File: src/rtl/add16_pkg.sv
// rtl/add16_pkg.sv - shared adder width, word type and round-robin pointer helper
package add16_pkg;

  localparam int ADD_W = 16;

  typedef logic [ADD_W-1:0] add_word_t;

  // Pointer moves just past the winner; an out-of-range grant leaves it where it was.
  function automatic int rr_next(input int ptr, input int g, input int n);
    if (g < 0 || g >= n) return ptr;
    return (g + 1) % n;
  endfunction

endpackage

File: src/rtl/add16_core.sv
// rtl/add16_core.sv - combinational 16-bit ripple adder built from full-adder cells
module add16_core
  import add16_pkg::*;
(
  input  add_word_t a,
  input  add_word_t b,
  input  logic      cin,
  output add_word_t sum,
  output logic      cout
);

  always_comb begin
    logic carry;
    carry = cin;
    sum   = '0;
    for (int i = 0; i < ADD_W; i++) begin
      sum[i] = a[i] ^ b[i] ^ carry;
      carry  = (a[i] & b[i]) | (carry & (a[i] ^ b[i]));
    end
    cout = carry;
  end

endmodule

File: src/rtl/add16_arbiter.sv
// rtl/add16_arbiter.sv - round-robin arbiter sharing one add16_core among NUM_REQ requesters
// ADD16_ARB_CARRY_EN adds the rsp_carry output and its register.
module add16_arbiter
  import add16_pkg::*;
#(
  parameter int NUM_REQ = 4,
  parameter int ID_W    = $clog2(NUM_REQ)
) (
  input  logic                   clk,
  input  logic                   rst_n,
  input  logic [NUM_REQ-1:0]     req_valid,
  output logic [NUM_REQ-1:0]     req_ready,
  input  logic [NUM_REQ*ADD_W-1:0] req_a,
  input  logic [NUM_REQ*ADD_W-1:0] req_b,
  output logic                   rsp_valid,
  input  logic                   rsp_ready,
  output add_word_t              rsp_sum,
`ifdef ADD16_ARB_CARRY_EN
  output logic                   rsp_carry,
`endif
  output logic [ID_W-1:0]        rsp_id
);

  logic [ID_W-1:0] ptr;
  logic [ID_W-1:0] gnt_id;
  logic            gnt_found;
  logic            can_accept;
  logic            accept;
  add_word_t       a_sel;
  add_word_t       b_sel;
  add_word_t       sum;
  logic            cout;

  // Scan from ptr upward, wrapping modulo NUM_REQ; first valid requester wins.
  always_comb begin
    logic [ID_W-1:0] idx;
    gnt_found = 1'b0;
    gnt_id    = '0;
    idx       = '0;
    for (int k = 0; k < NUM_REQ; k++) begin
      idx = ID_W'((int'(ptr) + k) % NUM_REQ);
      if (!gnt_found && req_valid[idx]) begin
        gnt_found = 1'b1;
        gnt_id    = idx;
      end
    end
  end

  assign can_accept = !rsp_valid || rsp_ready;
  assign accept     = can_accept && gnt_found;

  always_comb begin
    req_ready = '0;
    a_sel     = '0;
    b_sel     = '0;
    for (int i = 0; i < NUM_REQ; i++) begin
      if (gnt_id == ID_W'(i)) begin
        req_ready[i] = accept;
        a_sel        = req_a[ADD_W*i +: ADD_W];
        b_sel        = req_b[ADD_W*i +: ADD_W];
      end
    end
  end

  add16_core u_core (
    .a    (a_sel),
    .b    (b_sel),
    .cin  (1'b0),
    .sum  (sum),
`ifdef ADD16_ARB_CARRY_EN
    .cout (cout)
`else
    .cout ()
`endif
  );

  always_ff @(posedge clk or negedge rst_n) begin
    if (!rst_n) begin
      rsp_valid <= 1'b0;
      rsp_sum   <= '0;
      rsp_id    <= '0;
      ptr       <= '0;
    end else if (accept) begin
      rsp_valid <= 1'b1;
      rsp_sum   <= sum;
      rsp_id    <= gnt_id;
      ptr       <= ID_W'(rr_next(int'(ptr), int'(gnt_id), NUM_REQ));
    end else if (rsp_ready) begin
      rsp_valid <= 1'b0;
    end
  end

`ifdef ADD16_ARB_CARRY_EN
  always_ff @(posedge clk or negedge rst_n) begin
    if (!rst_n) begin
      rsp_carry <= 1'b0;
    end else if (accept) begin
      rsp_carry <= cout;
    end
  end
`endif

endmodule

File: config.mk
export PLATFORM = sky130hd
export DESIGN_NAME = add16_arbiter
export DESIGN_NICKNAME = d
export VERILOG_FILES = /design/src/rtl/add16_pkg.sv /design/src/rtl/add16_core.sv /design/src/rtl/add16_arbiter.sv
export SDC_FILE = /design/constraint.sdc
export NUM_CORES = 1
export LEC_CHECK = 0
export CAP_MARGIN = 20
export CORE_UTILIZATION = 33
export CTS_CLUSTER_DIAMETER = 50
export DETAILED_ROUTE_END_ITERATION = 16
export GPL_ROUTABILITY_DRIVEN = 1
export PLACE_DENSITY_LB_ADDON = 0.05
export SYNTH_ARGS = -nofsm -noshare
export SYNTH_HDL_FRONTEND = slang
export SYNTH_SLANG_ARGS = --single-unit
File: constraint.sdc
create_clock -name clk -period 7.5 [get_ports clk]
set_clock_uncertainty 0.2 [all_clocks]
set_input_delay 1.5 -clock clk [delete_from_list [all_inputs] [get_ports clk]]
set_output_delay 1.5 -clock clk [all_outputs]
set_load 0.01 [all_outputs]
# Yosys cells after proc, flatten, opt, wreduce, memory -nomap -nowiden
# Index checks and enable logic that the tools add are counted.
# word_totals
latchBits	0
reg_bits	21
inputBits	135
wordCells	130
ram_bits	0
memories	0
out_inout_bits	23
rom_bits	0
# classes
muxes	30
n_shift	0
bitwise	74
n_lt_le_gt_ge	4
div_mod_pow	0
n_eq_ne	3
n_mul	0
n_reduce_logical	11
n_addsub	4
# op_table
cell	n
$mux 16	8
$xor 1x1->1	31
$and 1x1->1	29
$mux 1	14
$or 1x1->1	14
$lt 2x3->1 const B	4
$bmux 1 s2	4
$mux 2	4
$add 2x1->2 const B	2
$add 2x2->2 const B	2
$eq 2x2->1 const B	2
$logic_and 1x1->1	4
$logic_not 1->1	4
$eq 2x1->1 const B	1
$logic_not 2->1	1
$reduce_bool 2->1	1
$logic_or 1x1->1	1

# Longest topological paths before layout
# Gate-level depths: netlist (run 1).
# depth
word_depth	47
mapped_depth	30
ltp_nobuf	28

# Modules after synthesis
# Synthesis (run 1) repeated with hierarchy kept, for this count alone.
# unflattened
cells_unflattened	251
area_unflattened_um2	2265.9
# by_module_without_submodules
module	n_inst	area_each_um2	cells_each	seq_area_each_um2
add16_arbiter	1	1908.1	225	525.5
add16_core	1	357.8	26	0.0

# Worst setup path after synthesis (run 1)
# OpenSTA, ideal clock, no wires.
# synth_timing
path_type	input -> register
startpoint	input req_valid[3]
endpoint	register rsp_sum[15]
t_required_ns	7.176
path_slack_ns	-1.091
setup_time_ns	0.124
cell_stages	30
arrival_ns	8.267
n_path_buf	2
cell_sequence	inv_1 a22o_1 a221o_1 nor2_1 ha_1 buf_2 buf_2 nand2_1 a21oi_1 a21oi_1 o21ai_0 ha_1 fa_1 fa_1 fa_1 inv_1 fa_1 fa_1 fa_1 fa_1 fa_1 fa_1 fa_1 fa_1 fa_1 fa_1 fa_1 inv_1 a211oi_1 a211o_1
# synth_between
elab_chain_len	47
elab_cells_between_ends	94
classes_between	eq/ne (3); mux (24); bitwise (59); reduce/logical (8)
# synth_rtl
item	line_no	text
from (decl)	add16_arbiter.sv:11	input logic [NUM_REQ-1:0] req_valid,
$bmux 1 s2	add16_arbiter.sv:42	if (!gnt_found && req_valid[idx]) begin
$mux 1 (not written as such)	add16_arbiter.sv:42	
$mux 1	add16_arbiter.sv:42	
$logic_not 1->1	add16_arbiter.sv:42	
$logic_and 1x1->1	add16_arbiter.sv:42	
$mux 1	add16_arbiter.sv:42	
$logic_not 1->1	add16_arbiter.sv:42	
$logic_and 1x1->1	add16_arbiter.sv:42	
(+4 left out)	n/a	
via gnt_id[0]	add16_arbiter.sv:25	logic [ID_W-1:0] gnt_id;
(+27 left out)	n/a	
$or 1x1->1	add16_core.sv:18	carry = (a[i] & b[i]) | (carry & (a[i] ^ b[i]));
$and 1x1->1	add16_core.sv:18	
$or 1x1->1	add16_core.sv:18	
$and 1x1->1	add16_core.sv:18	
$or 1x1->1	add16_core.sv:18	
$and 1x1->1	add16_core.sv:18	
$or 1x1->1	add16_core.sv:18	
$xor 1x1->1 (*)	add16_core.sv:17	sum[i] = a[i] ^ b[i] ^ carry;
to (signal assigned)	add16_arbiter.sv:85	rsp_sum <= sum;
to (decl)	add16_arbiter.sv:17	output add_word_t rsp_sum,
# Mark *: on every way through the listed nets, which the timed path passes. The rest lies on a longest branch. The select of a mux whose other input is x is not followed.
# A chain may end at the register's enable or synchronous reset.

# Worst setup path in the final report (run 1)
# layout_timing
startpoint	input req_valid[2]
endpoint	register rsp_sum[15]
# Same word-level chain as after synthesis.

==> results of run 1 <==
-- placed cells by master, fill, tap and decap left out, drive strengths merged, types with 3 or more instances in the layout --
cell	n
clkdlybuf4s50	153
nand2	44
a21oi	42
nor2b	30
buf	28
a221oi	23
nor3	22
o21ai	22
dfrtp	21
fa	14
nand3b	8
inv	5
nor2	5
ha	5
and2	4
xor2	4
clkbuf	3
nand2b	3
-- Yosys cell counts --
| cell type | n |
|---|---|
| a22oi_1 | 1 |
| nor3_1 | 22 |
| and2_1 | 4 |
| fa_1 | 14 |
| a221o_1 | 1 |
| nor2_1 | 5 |
| clkbuf_1 | 10 |
| a221oi_1 | 21 |
| xor2_1 | 4 |
| buf_6 | 2 |
| a21oi_1 | 42 |
| ha_1 | 5 |
| buf_2 | 6 |
| and2b_1 | 1 |
| buf_4 | 4 |
| or2b_1 | 1 |
| nor4_4 | 1 |
| or2_1 | 1 |
| a221oi_2 | 2 |
| a211oi_1 | 1 |
| nand2b_1 | 3 |
| and4_1 | 1 |
| o21ai_0 | 22 |
| a32oi_1 | 1 |
| nor3b_1 | 1 |
| inv_1 | 5 |
| buf_1 | 5 |
| o2bb2ai_1 | 1 |
| dfrtp_1 | 21 |
| a211o_1 | 1 |
| a22o_1 | 1 |
| nand2_1 | 44 |
| nand3b_1 | 8 |
| nor2b_1 | 30 |
-- worst min-delay path: stages, from the launching register on --
cell	delay (ns)
dfrtp_1	0.35
nand2_1	0.04
o21ai_0	0.06
-- kinds of logic after synthesis --
kind of cell,after synthesis,synth area share [%]
xor gates and xnor gates,4,1.523
buffers and inverters,32,6.856
DFF,21,22.85
AOI/OAI and AO/OA,94,25.84
adders and majority gates,19,14.91
and+or+nand+nor,122,28.02
-- power by group through the flow --
stage | Sequential, uW | Clock [uW] | Combinational [uW]
floorplan | 221 | 0 | 597
global placement | 203 | 0 | 993
detailed placement | 205 | 0 | 1030
CTS | 202 | 75.3 | 1060
global route | 210 | 81.4 | 1190
finish | 204 | 72.9 | 1070
-- area by class of cell --
class	instances	area [um2]	share of cell area, %
multi-input combinational	239	1753	41.78
inverter	5	18.77	0.4474
tap	80	100.1	2.386
sequential	21	525.5	12.53
timing repair buffer	181	1752	41.75
clock buffer	3	41.29	0.9842
clock inverter	1	5.005	0.1193
-- routing by layer --
| metal | GRT usage [%] | vias up |
|---|---|---|
| met2 | 37.53 | 109 |
| met3 | 5.058 | 6 |
| met5 | 0 | - |
| met1 | 29.99 | 1226 |
| li1 | - | 1354 |
| met4 | 4.848 | 0 |
-- how the worst min path moves through the flow --
stage                        to         from  depth (start not counted)
floorplan            rsp_sum[0]   rsp_sum[0]                          2
CTS                  rsp_sum[0]   rsp_sum[0]                          2
detailed placement   rsp_sum[0]   rsp_sum[0]                          2
finish              rsp_sum[10]  rsp_sum[10]                          2
global route        rsp_sum[12]  rsp_sum[12]                          2
global placement     rsp_sum[1]   rsp_sum[1]                          2
-- repair_timing --
action	CTS	global route
pin swaps	8	0
endpoints found under the hold margin	0	0
hold buffers	0	0
setup buffers	2	0
resized for setup	33	9
endpoints found under the setup margin	4	4
-- metrics by stage --
stage	area [um2]	std cells	setup TNS [ns]	hold slack, ns
finish	4195	530	-1.414	0.2820
global route	4195	530	-1.977	0.2978
CTS	4145	530	-1.151	0.2852
detailed placement	4050	524	-3.910	0.2663
global placement	4050	524	-3.219	0.2603
floorplan	2365	292	-1.085	0.3081
-- sequential cells by signal, indices dropped and copies added (netlist names) --
| name | count |
|---|---|
| rsp_sum | 16 |
| ptr | 2 |
| rsp_id | 2 |
| rsp_valid | 1 |
==> metrics.txt, run 1 <==
sequential share of power=15.1%; cell family with most CP delay=adder cells; DIE HEIGHT=85.48 um; Total Power=1348 uW; relative slew slack=36.02%; Antenna Violating Nets Remaining=0; Ports=158; mean post-synth cell area=7.876 um2; area share of the largest cell type after synthesis=22.85%; via/cell ratio=5.085; leakage=0.001595 uW; H-Tree Level Count=1; worst-case vdd ir drop=0.1098 mV; number of I/O port buffers=157; Largest stage delay, worst path=0.36 ns; total gr overflow=0; full die area=7307 um2; WL final=8470 um; Worst Setup End Kind=flop; min cycle time layout=8.127 ns; Critical R2R Capture=rsp_sum[15]; CP bufs+invs=3; First DRT Iteration DRCs=114; Clk pwr share=5.4%; first-pass GRT wire length=12,870 um; YS warnings=0; library cells used by synthesis=34; max-slew violations=0; max cap viols=0; Post-Synthesis Cells=292; FF+latch count, synth=21; DP Wirelength=6989 um; diode count=0; area grow syn2layout=82.43%; worst skew pair latency=0.26 ns; crit-path most repeated cell=fa_2; Switch Pwr=612.9 uW; Worst Tran Pin Value=0.9597 ns; cell taking the most area after synthesis=dfrtp_1; core area=6756 um2; Met1 Wirelength=3780 um; Worst EP required=7.45 ns; Max Clk Rate=123.0 MHz; Comb pwr share=79.4%; total CTS buffers=3; top cells by area, synth=dfrtp_1 23%, fa_1 12%, a21oi_1 9.1%; DRT Pass-1 Iters=4; Net count, final=605; r2r worst-path depth=29; Internal Power=735.1 uW; register area share after synthesis=22.85%; clock-pin slew on the worst setup and hold paths=0.07 ns; Clock Tree Root=clkbuf_8; uppermost layer routed=met4; DRC=0; fill count=634; vias=2,695; failing checks=setup timing; clk buf depth=2; CTS tree=built; Final Util=62.09%; # rows=30; Final Hold Viols=0; largest net degree at the start of global routing=40; r2r setup slk=0.20 ns; WS Path Type=in2reg; Reg-to-Reg Start=ptr[1]; Setup crit start=req_valid[2]; wire length on met2=3931 um; Synthesized Nets=446; # clock sinks=21; setup ws final=-0.6274 ns; min-delay worst type=reg2reg; slowest cell on the critical path=fa_2; Final setup viols=3; Switching Share=45.47%; Worst setup SP type=input pin; vias in the first global route=2,611; GPL Wtd Cong=0.8639; CP Capture Point=rsp_sum[15]; CP arrival=8.07 ns; initial antenna violation count=0; share of cells above drive strength 1=14.67%; synthesized cell area=2300 um2; WL per Instance=15.98 um; RSZ-0062 raised after global routing=yes; Starting Density=34.04%; status=finished with violations; PwrDens=321.3 nW/um2; Max FO, Critical Path=6; gr usage total=22.55%; Die Wd=85.48 um; Final Cycle Share=108.4%; Levels on crit path=28; met3 WL=676 um; worst slack at placement=-1.325 ns
(Power assumes the default switching activity.)
==> inputs of run 2 (changes only) <==
- RECOVER_POWER: unset -> 50
- SKIP_LAST_GASP: unset -> 1
==> metrics.txt, run 2 (same netlist as run 1, synthesis figures left out) <==
status=finished with violations; failing checks=setup timing; DP Wirelength=6989 um (unchanged); WS Path Type=in2reg; Die Wd=85.48 um (unchanged); area of the multi-input gates=1745 um2 (-0.43%); full die area=7307 um2 (unchanged); Net count, final=605 (unchanged); setup TNS=-1.457 ns (-0.04343 ns); total CTS buffers=3 (unchanged); first-pass GRT wire length=12,870 um (unchanged); GRT met3 Usage=4.669% (-0.39 points); Largest regs=rsp_sum: 16 flops, ptr: 2 flops, rsp_id: 2 flops; Largest stage delay, worst path=0.37 ns (about the same); Max FO, Critical Path=6 (unchanged); leakage=0.001597 uW (about the same); setup ws final=-0.6983 ns (-0.07091 ns); DRT Pass-1 Iters=4 (unchanged); clk buf depth=2 (unchanged); vias=2,720 (+0.93%); CP arrival=8.14 ns (+0.07 ns); RSZ-0062 raised after global routing=yes; Top reg by flops=rsp_sum; clock-pin slew on the worst setup and hold paths=0.07 ns (about the same); Total Power=1345 uW (-0.26%); area grow syn2layout=82.10%; Final setup viols=3 (unchanged); # clock sinks=21 (unchanged); min-delay worst type=reg2reg; core area=6756 um2 (unchanged); r2r setup slk=0.13 ns (-0.07 ns); CTS tree=built; max-slew violations=0 (unchanged); initial antenna violation count=0 (unchanged); Worst Tran Pin Value=0.9627 ns (+0.002965 ns); Clock Tree Root=clkbuf_8; WL per Instance=16.03 um (+0.33%); max reg flops=16 (unchanged); largest net degree at the start of global routing=40 (unchanged); crit-path most repeated cell=fa_2; Reg-to-Reg Start=ptr[1]; number of I/O port buffers=157 (unchanged); H-Tree Level Count=1 (unchanged); PwrDens=321.1 nW/um2 (about the same); Reg area=525.5 um2 (unchanged); WL final=8498 um (+0.33%); Worst setup SP type=input pin; Final Hold Viols=0 (unchanged); vias in the first global route=2,608 (-0.11%); Levels on crit path=28 (unchanged); most common cell after layout, fill and taps aside=clkdlybuf4s50_1; gr usage total=22.55% (unchanged); total gr overflow=0 (unchanged); Setup crit start=req_valid[2]; met2 global-route usage=37.53% (unchanged); DRC=0 (unchanged); hold buffer count at CTS=0 (unchanged); worst skew pair latency=0.26 ns (about the same); Antenna Violating Nets Remaining=0 (unchanged); relative slew slack=35.62% (-0.40 points); Ports=158 (unchanged); CP bufs+invs=3 (unchanged); diode count=0 (unchanged); commonest cells after routing, fill and taps aside=153 x clkdlybuf4s50_1, 43 x nand2_1, 39 x a21oi_1; CP Capture Point=rsp_sum[15]; GPL Wtd Cong=0.8639 (unchanged); busiest grt layer=met2; met1 usage=30.23% (+0.24 points); cell family with most CP delay=adder cells; max cap viols=0 (unchanged); DIE HEIGHT=85.48 um (unchanged); fill count=635 (+0.16%); slowest cell on the critical path=fa_1; Critical R2R Capture=rsp_sum[15]; Cell Count, Final, Fillers Out=530 (unchanged); Final Cycle Share=109.3% (+0.95 points); Worst Setup End Kind=flop; Starting Density=34.04% (unchanged); via/cell ratio=5.132 (+0.93%); r2r worst-path depth=29 (unchanged); First DRT Iteration DRCs=124 (+8.8%); total placed cells including tap cells=524 (unchanged); Max Clk Rate=122.0 MHz (-0.86%); # rows=30 (unchanged); worst-case vdd ir drop=0.1093 mV (-0.45%); share of cells above drive strength 1=14.00% (-0.67 points); min cycle time layout=8.198 ns (+0.07091 ns); Worst EP required=7.45 ns (about the same)
-- run 2: cell counts in the layout (fill, tap and decap cells not counted) --
Identical to the previous run, type by type.
-- run 2: what timing repair did --
| item | 4_1_cts | 5_1_grt |
|---|---|---|
| endpoints found under the setup margin | 4 | 4 |
| cloned | 0 | 0 |
| hold endpoints to repair | 0 | 0 |
| pin swaps | 7 | 0 |
| buffers inserted | 2 | 0 |
| resized for setup | 30 | 9 |
-- run 2: metal layers --
metal / vias up / wire length, um
li1: 1353 / -
met1: 1242 / 3810
met5: - / 0
met2: 115 / 3919
met3: 10 / 668
met4: 0 / 100
-- run 2: final cells by class --
| cell class | instances | share of cell area [%] |
|---|---|---|
| repair buffers | 181 | 41.83 |
| multi-input cells | 239 | 41.68 |
| clock buffers | 3 | 0.9860 |
| well taps | 80 | 2.390 |
| clock inverters | 1 | 0.1195 |
| inverters | 5 | 0.4482 |
| flip-flops and latches | 21 | 12.55 |
-- run 2: stage by stage --
stage               hold slack, ns  setup WS (ns)  util [%]  cell area, um2
floorplan                   0.3081        -0.5770         -            2365
finish                      0.2816        -0.6983     61.98            4188
CTS                         0.2852        -0.6014     61.24            4138
global placement            0.2603         -1.167     59.94            4050
detailed placement          0.2663         -1.325     59.94            4050
global route                0.2978        -0.8884     61.98            4188
-- run 2: worst min-delay path by stage --
| stage | start | end | slack [ns] | depth (start not counted) |
|---|---|---|---|---|
| floorplan | rsp_sum[0] | rsp_sum[0] | 0.31 | 2 |
| global placement | rsp_sum[1] | rsp_sum[1] | 0.26 | 2 |
| detailed placement | rsp_sum[0] | rsp_sum[0] | 0.27 | 2 |
| CTS | rsp_sum[0] | rsp_sum[0] | 0.29 | 2 |
| global route | rsp_sum[12] | rsp_sum[12] | 0.30 | 2 |
| finish | rsp_sum[10] | rsp_sum[10] | 0.28 | 2 |
-- run 2: tightest hold or removal path, stage by stage (launching register included) --
cell and delay [ns]:
dfrtp_1 0.34, nand2_1 0.04, o21ai_0 0.06
-- run 2: where the power goes --
part           internal (uW)  switching, uW  leakage, uW
logic                    527            541      0.00132
clock network           37.0           35.9    0.0000255
registers                169           35.5     0.000253
==> inputs of run 3 (changes only) <==
- SETUP_SLACK_MARGIN: unset -> 0.1
==> metrics.txt, run 3 (same netlist as run 1, synthesis figures left out) <==
status=finished with violations; failing checks=setup timing; Largest stage delay, worst path=0.37 ns (about the same); most common cell after layout, fill and taps aside=clkdlybuf4s50_1; Worst Tran Pin Value=0.9590 ns (-0.003757 ns); leakage=0.001597 uW (unchanged); met1 usage=30.23% (unchanged); GPL Wtd Cong=0.8639 (unchanged); WL final=8483 um (-0.18%); # rows=30 (unchanged); worst-case vdd ir drop=0.1094 mV (about the same); total gr overflow=0 (unchanged); Largest regs=rsp_sum: 16 flops, ptr: 2 flops, rsp_id: 2 flops; DRC=0 (unchanged); Max FO, Critical Path=6 (unchanged); min cycle time layout=8.189 ns (-0.008891 ns); GRT met3 Usage=4.669% (unchanged); busiest grt layer=met2; Net count, final=605 (unchanged); WS Path Type=in2reg; DIE HEIGHT=85.48 um (unchanged); slowest cell on the critical path=fa_1; DRT Pass-1 Iters=4 (unchanged); Starting Density=34.04% (unchanged); Ports=158 (unchanged); met2 global-route usage=37.53% (unchanged); Final setup viols=3 (unchanged); Cell Count, Final, Fillers Out=530 (unchanged); Reg area=525.5 um2 (unchanged); min-delay worst type=reg2reg; first-pass GRT wire length=12,870 um (unchanged); vias=2,710 (-0.37%); total placed cells including tap cells=524 (unchanged); vias in the first global route=2,608 (unchanged); number of I/O port buffers=157 (unchanged); WL per Instance=16.01 um (-0.18%); hold buffer count at CTS=0 (unchanged); H-Tree Level Count=1 (unchanged); max cap viols=0 (unchanged); initial antenna violation count=0 (unchanged); fill count=635 (unchanged); largest net degree at the start of global routing=40 (unchanged); First DRT Iteration DRCs=119 (-4.0%); full die area=7307 um2 (unchanged); # clock sinks=21 (unchanged); clock-pin slew on the worst setup and hold paths=0.07 ns (about the same); Die Wd=85.48 um (unchanged); via/cell ratio=5.113 (-0.37%); max reg flops=16 (unchanged); share of cells above drive strength 1=14.00% (unchanged); area grow syn2layout=82.10% (unchanged); Antenna Violating Nets Remaining=0 (unchanged); setup ws final=-0.6894 ns (+0.008891 ns); relative slew slack=35.87% (+0.25 points); RSZ-0062 raised after global routing=yes; Final Hold Viols=0 (unchanged); worst skew pair latency=0.26 ns (about the same); commonest cells after routing, fill and taps aside=153 x clkdlybuf4s50_1, 43 x nand2_1, 39 x a21oi_1; gr usage total=22.55% (unchanged); max-slew violations=0 (unchanged); CTS tree=built; DP Wirelength=6989 um (unchanged); PwrDens=321.6 nW/um2 (+0.15%); Worst setup SP type=input pin; core area=6756 um2 (unchanged); area of the multi-input gates=1745 um2 (unchanged); diode count=0 (unchanged); Worst EP required=7.45 ns (about the same); worst slack at placement=-1.325 ns (unchanged); Top reg by flops=rsp_sum; total CTS buffers=3 (unchanged); Final Cycle Share=109.2% (-0.12 points); Worst Setup End Kind=flop; crit-path most repeated cell=fa_2; Clock Tree Root=clkbuf_8; clk buf depth=2 (unchanged); CP arrival=8.14 ns (about the same); Max Clk Rate=122.1 MHz (+0.11%)
-- run 3: per-stage QoR --
stage                     hold slack (ns)  instance area [um2]  util (%)  TNS, ns  total power (uW)
after floorplan                    0.3081                 2365         -   -1.085             818.9
after global placement             0.2603                 4050     59.94   -3.219              1197
after detailed placement           0.2663                 4050     59.94   -3.910              1233
after CTS                          0.2852                 4138     61.24   -1.178              1331
after global routing               0.2978                 4188     61.98   -2.025              1470
final                              0.2817                 4188     61.98   -1.433              1347
-- run 3: final cells by class --
type | instances | area share [%]
sequential | 21 | 12.55
timing repair buffer | 181 | 41.83
clock inverter | 1 | 0.1195
inverter | 5 | 0.4482
clock buffer | 3 | 0.9860
multi-input combinational | 239 | 41.68
tap | 80 | 2.390
-- run 3: worst max-delay path, delay by kind of cell --
family / cells / cell delay [ns]
compound gates: 7 / 1.30
fa+ha+maj: 16 / 4.82
buf+inv: 3 / 0.27
simple gates: 2 / 0.23
-- run 3: power by group --
| part | leakage, uW | internal, uW | switching [uW] |
|---|---|---|---|
| Sequential | 0.000253 | 169 | 35.7 |
| Clock | 0.0000255 | 37.0 | 36.2 |
| Combinational | 0.00132 | 527 | 542 |
-- run 3: per-layer routing --
layer | wire length (um) | vias up
met5 | 0 | -
met4 | 82 | 0
met3 | 647 | 8
met2 | 3930 | 114
met1 | 3823 | 1235
li1 | - | 1353
-- run 3: path summary, 6_finish.rpt --
path | from | endpoint | slack [ns] | cells past startpoint
setup reg to reg | ptr[1] | rsp_sum[15] | 0.13 | 29
min in group asynchronous | rst_n | ptr[0] | 1.57 | 1
max in group asynchronous | rst_n | rsp_sum[12] | 4.95 | 1
hold / removal | rsp_sum[10] | rsp_sum[10] | 0.28 | 2
setup / recovery | req_valid[2] | rsp_sum[15] | -0.69 | 28
hold reg to reg | rsp_sum[10] | rsp_sum[10] | 0.28 | 2
-- run 3: timing repair --
action / 4_1_cts / 5_1_grt
setup buffers: 2 / 0
pin swaps: 7 / 0
resized for setup: 30 / 9
endpoints found under the setup margin: 4 / 4
==> variant, RTL diff (flow settings as in run 2) <==
The option `ADD16_ARB_CARRY_EN` is turned on by a define.
--- a/src/rtl/add16_arbiter.sv
+++ b/src/rtl/add16_arbiter.sv
@@ -1,5 +1,7 @@
 // rtl/add16_arbiter.sv - round-robin arbiter sharing one add16_core among NUM_REQ requesters
 // ADD16_ARB_CARRY_EN adds the rsp_carry output and its register.
+`define ADD16_ARB_CARRY_EN
+
 module add16_arbiter
   import add16_pkg::*;
 #(
Function (old outputs only; new: rsp_carry): kept (Yosys induction, for registers that start in step).
==> variant against run 2 <==
- the flow still finishes with violations (negative setup slack)
- count of clock-buffer cells in the layout unchanged
- total power increased by 24%
- wire length increased by 7.1%
- global-route usage increased by 1.2 points
- final area increased by 9.2%
- setup slack got worse by 0.15 ns
- area after synthesis increased by 5.0%
- sequential cell count increased by 1
- utilization increased by 3.9 points
- non-clock buffer count increased by 19
- largest cell class unchanged
==> variant: results (changes against run 2) <==
| Metric | Value |
|---|---|
| Status | `finished with violations` |
| Violated checks | `negative setup slack` |
| Switching portion of total power | `0.427 (-0.0283)` |
| Static leakage | `1.87 nW (+17%)` |
| Slew headroom | `0.219 (-0.138)` |
| Hold path endpoint | `rsp_sum[12]` |
| Maximum number of pins on one net before global-route repair | `43 (+7.5%)` |
| Routed wire length | `9100 um (+7.1%)` |
| Vias per Instance | `5.16 (+0.51%)` |
| GR Util All Layers | `0.237 (+0.0117)` |
| Most frequent cells after synthesis | `37 x a21oi_1, 31 x inv_1, 22 x a221o_1, 22 x a22oi_1, 22 x dfrtp_1` |
| Seq/Total Area, Yosys | `0.228 (-0.000412)` |
| Count of non-filler cells in the finished layout | `550 (+3.8%)` |
| Logic depth of the worst register-to-register path | `27 (-6.9%)` |
| Fillers | `595 (-6.3%)` |
| VDD IR max | `0.147 mV (+35%)` |
| Placed cell area | `0.00428 sq mm (+5.6%)` |
| Share of layout cells above drive strength 1 | `0.253 (+0.113)` |
| DR iter-0 viols | `89 (-28%)` |
| Total power after layout | `0.00167 W (+24%)` |
| Beginning of the worst register-to-register path | `ptr[0]` |
| Min setup slack post-route | `-0.847 ns (-0.148 ns)` |
| Launch point of the worst hold path | `rsp_sum[12]` |
| Post-layout net count | `610 (+0.83%)` |
| Setup Viol. Count Final | `4 (+1)` |
| Arrival time of the worst setup path | `8.30 ns (+0.16 ns)` |
| Fraction of synthesized area in multiplexers | `0.0327 (+0.0327)` |
| Wire length of the first global-routing pass | `13900 um (+7.8%)` |
| Number of global-route vias before repair | `2902 (+11%)` |
| Net Count, Synth | `430 (-3.6%)` |
| Adder-cell share of the synthesized area | `0.150 (+0.00126)` |
| HPWL after detailed placement | `7260 um (+3.9%)` |
| Reg-to-reg setup timing slack | `0.08 ns (-0.05 ns)` |
| Clk pwr share | `0.065 (+0.011)` |
| Highest net fanout along the worst path | `5 (-1)` |
| Number of cells after detailed placement | `537 (+2.5%)` |
| Reported sequential group power | `0.000212 W (+4%)` |
## variant: cell count changes after synthesis, moves of 7 or more
cell	change
nand2_1	-31
o21ai_2	+10
a221o_1	+21
inv_1	+26
nor3_1	-22
a22oi_1	+21
nand3b_1	-8
mux2_2	+7
nor2b_1	-23
a221oi_1	-17
## variant: repair_timing
action	CTS	global route
gates cloned	0	0
buffers inserted	6	2
endpoints found under the setup margin	5	4
pin swaps	10	4
gates resized for setup	44	17
## variant: how the worst max path moves through the flow
stage	start	end	slack [ns]	cells after the start
6_report	req_valid[2]	rsp_sum[15]	-0.85	26
5_1_grt	req_valid[2]	rsp_sum[15]	-1.00	26
4_1_cts	req_valid[0]	rsp_sum[15]	-0.90	28
3_5_place_dp	req_valid[3]	rsp_sum[15]	-1.73	27
3_3_place_gp	req_valid[3]	rsp_sum[15]	-1.49	27
2_1_floorplan	req_valid[3]	rsp_sum[15]	-0.92	28
## variant: through the flow
step | utilization | hold slack (ns) | setup WS, ns | setup TNS [ns]
floorplan | - | 0.343 | -0.920 | -2.01
global placement | 0.616 | 0.291 | -1.49 | -4.77
detailed placement | 0.616 | 0.301 | -1.73 | -5.99
CTS | 0.647 | 0.319 | -0.900 | -1.85
global route | 0.658 | 0.334 | -1.00 | -2.23
finish | 0.658 | 0.312 | -0.847 | -1.64
## variant: critical path: stages
cell and delay, ns:
buf_2 0.13, or4_4 0.52, nand4_1 0.21, ha_4 0.23, nand2_2 0.06, o21ai_2 0.10, a22o_1 0.14, ha_2 0.18
fa_2 0.20, fa_2 0.20, fa_2 0.21, inv_2 0.04, fa_2 0.33, fa_2 0.35, fa_2 0.35, fa_2 0.36
fa_2 0.35, fa_2 0.34, fa_2 0.35, fa_2 0.35, fa_2 0.36, fa_2 0.35, fa_2 0.34, inv_2 0.06
fa_2 0.41, mux2_2 0.27
## variant: layout make-up
type	instances	area (sq um)	share of cell area
repair buffers	200	1920	0.420
inverters	31	116	0.0255
flip-flops and latches	22	551	0.120
multi-input cells	197	1800	0.393
clock inverters	1	30.0	0.00657
well taps	96	120	0.0263
clock buffers	3	41.3	0.00903
## variant: layer usage
metal | share of wire | global-route usage | routed length [um]
met5 | 0 | 0 | 0
met4 | 0.011 | 0.0715 | 102
met3 | 0.061 | 0.0389 | 551
met2 | 0.52 | 0.423 | 4760
met1 | 0.41 | 0.293 | 3690
## variant: cells by family (layout without fill, tap and decap cells)
kind of cell | Yosys count | after routing
flops | 22 | 22
mux | 7 | 7
compound gates | 132 | 132
simple gates | 38 | 38
buf+inv | 56 | 235
fa+ha+maj | 20 | 20
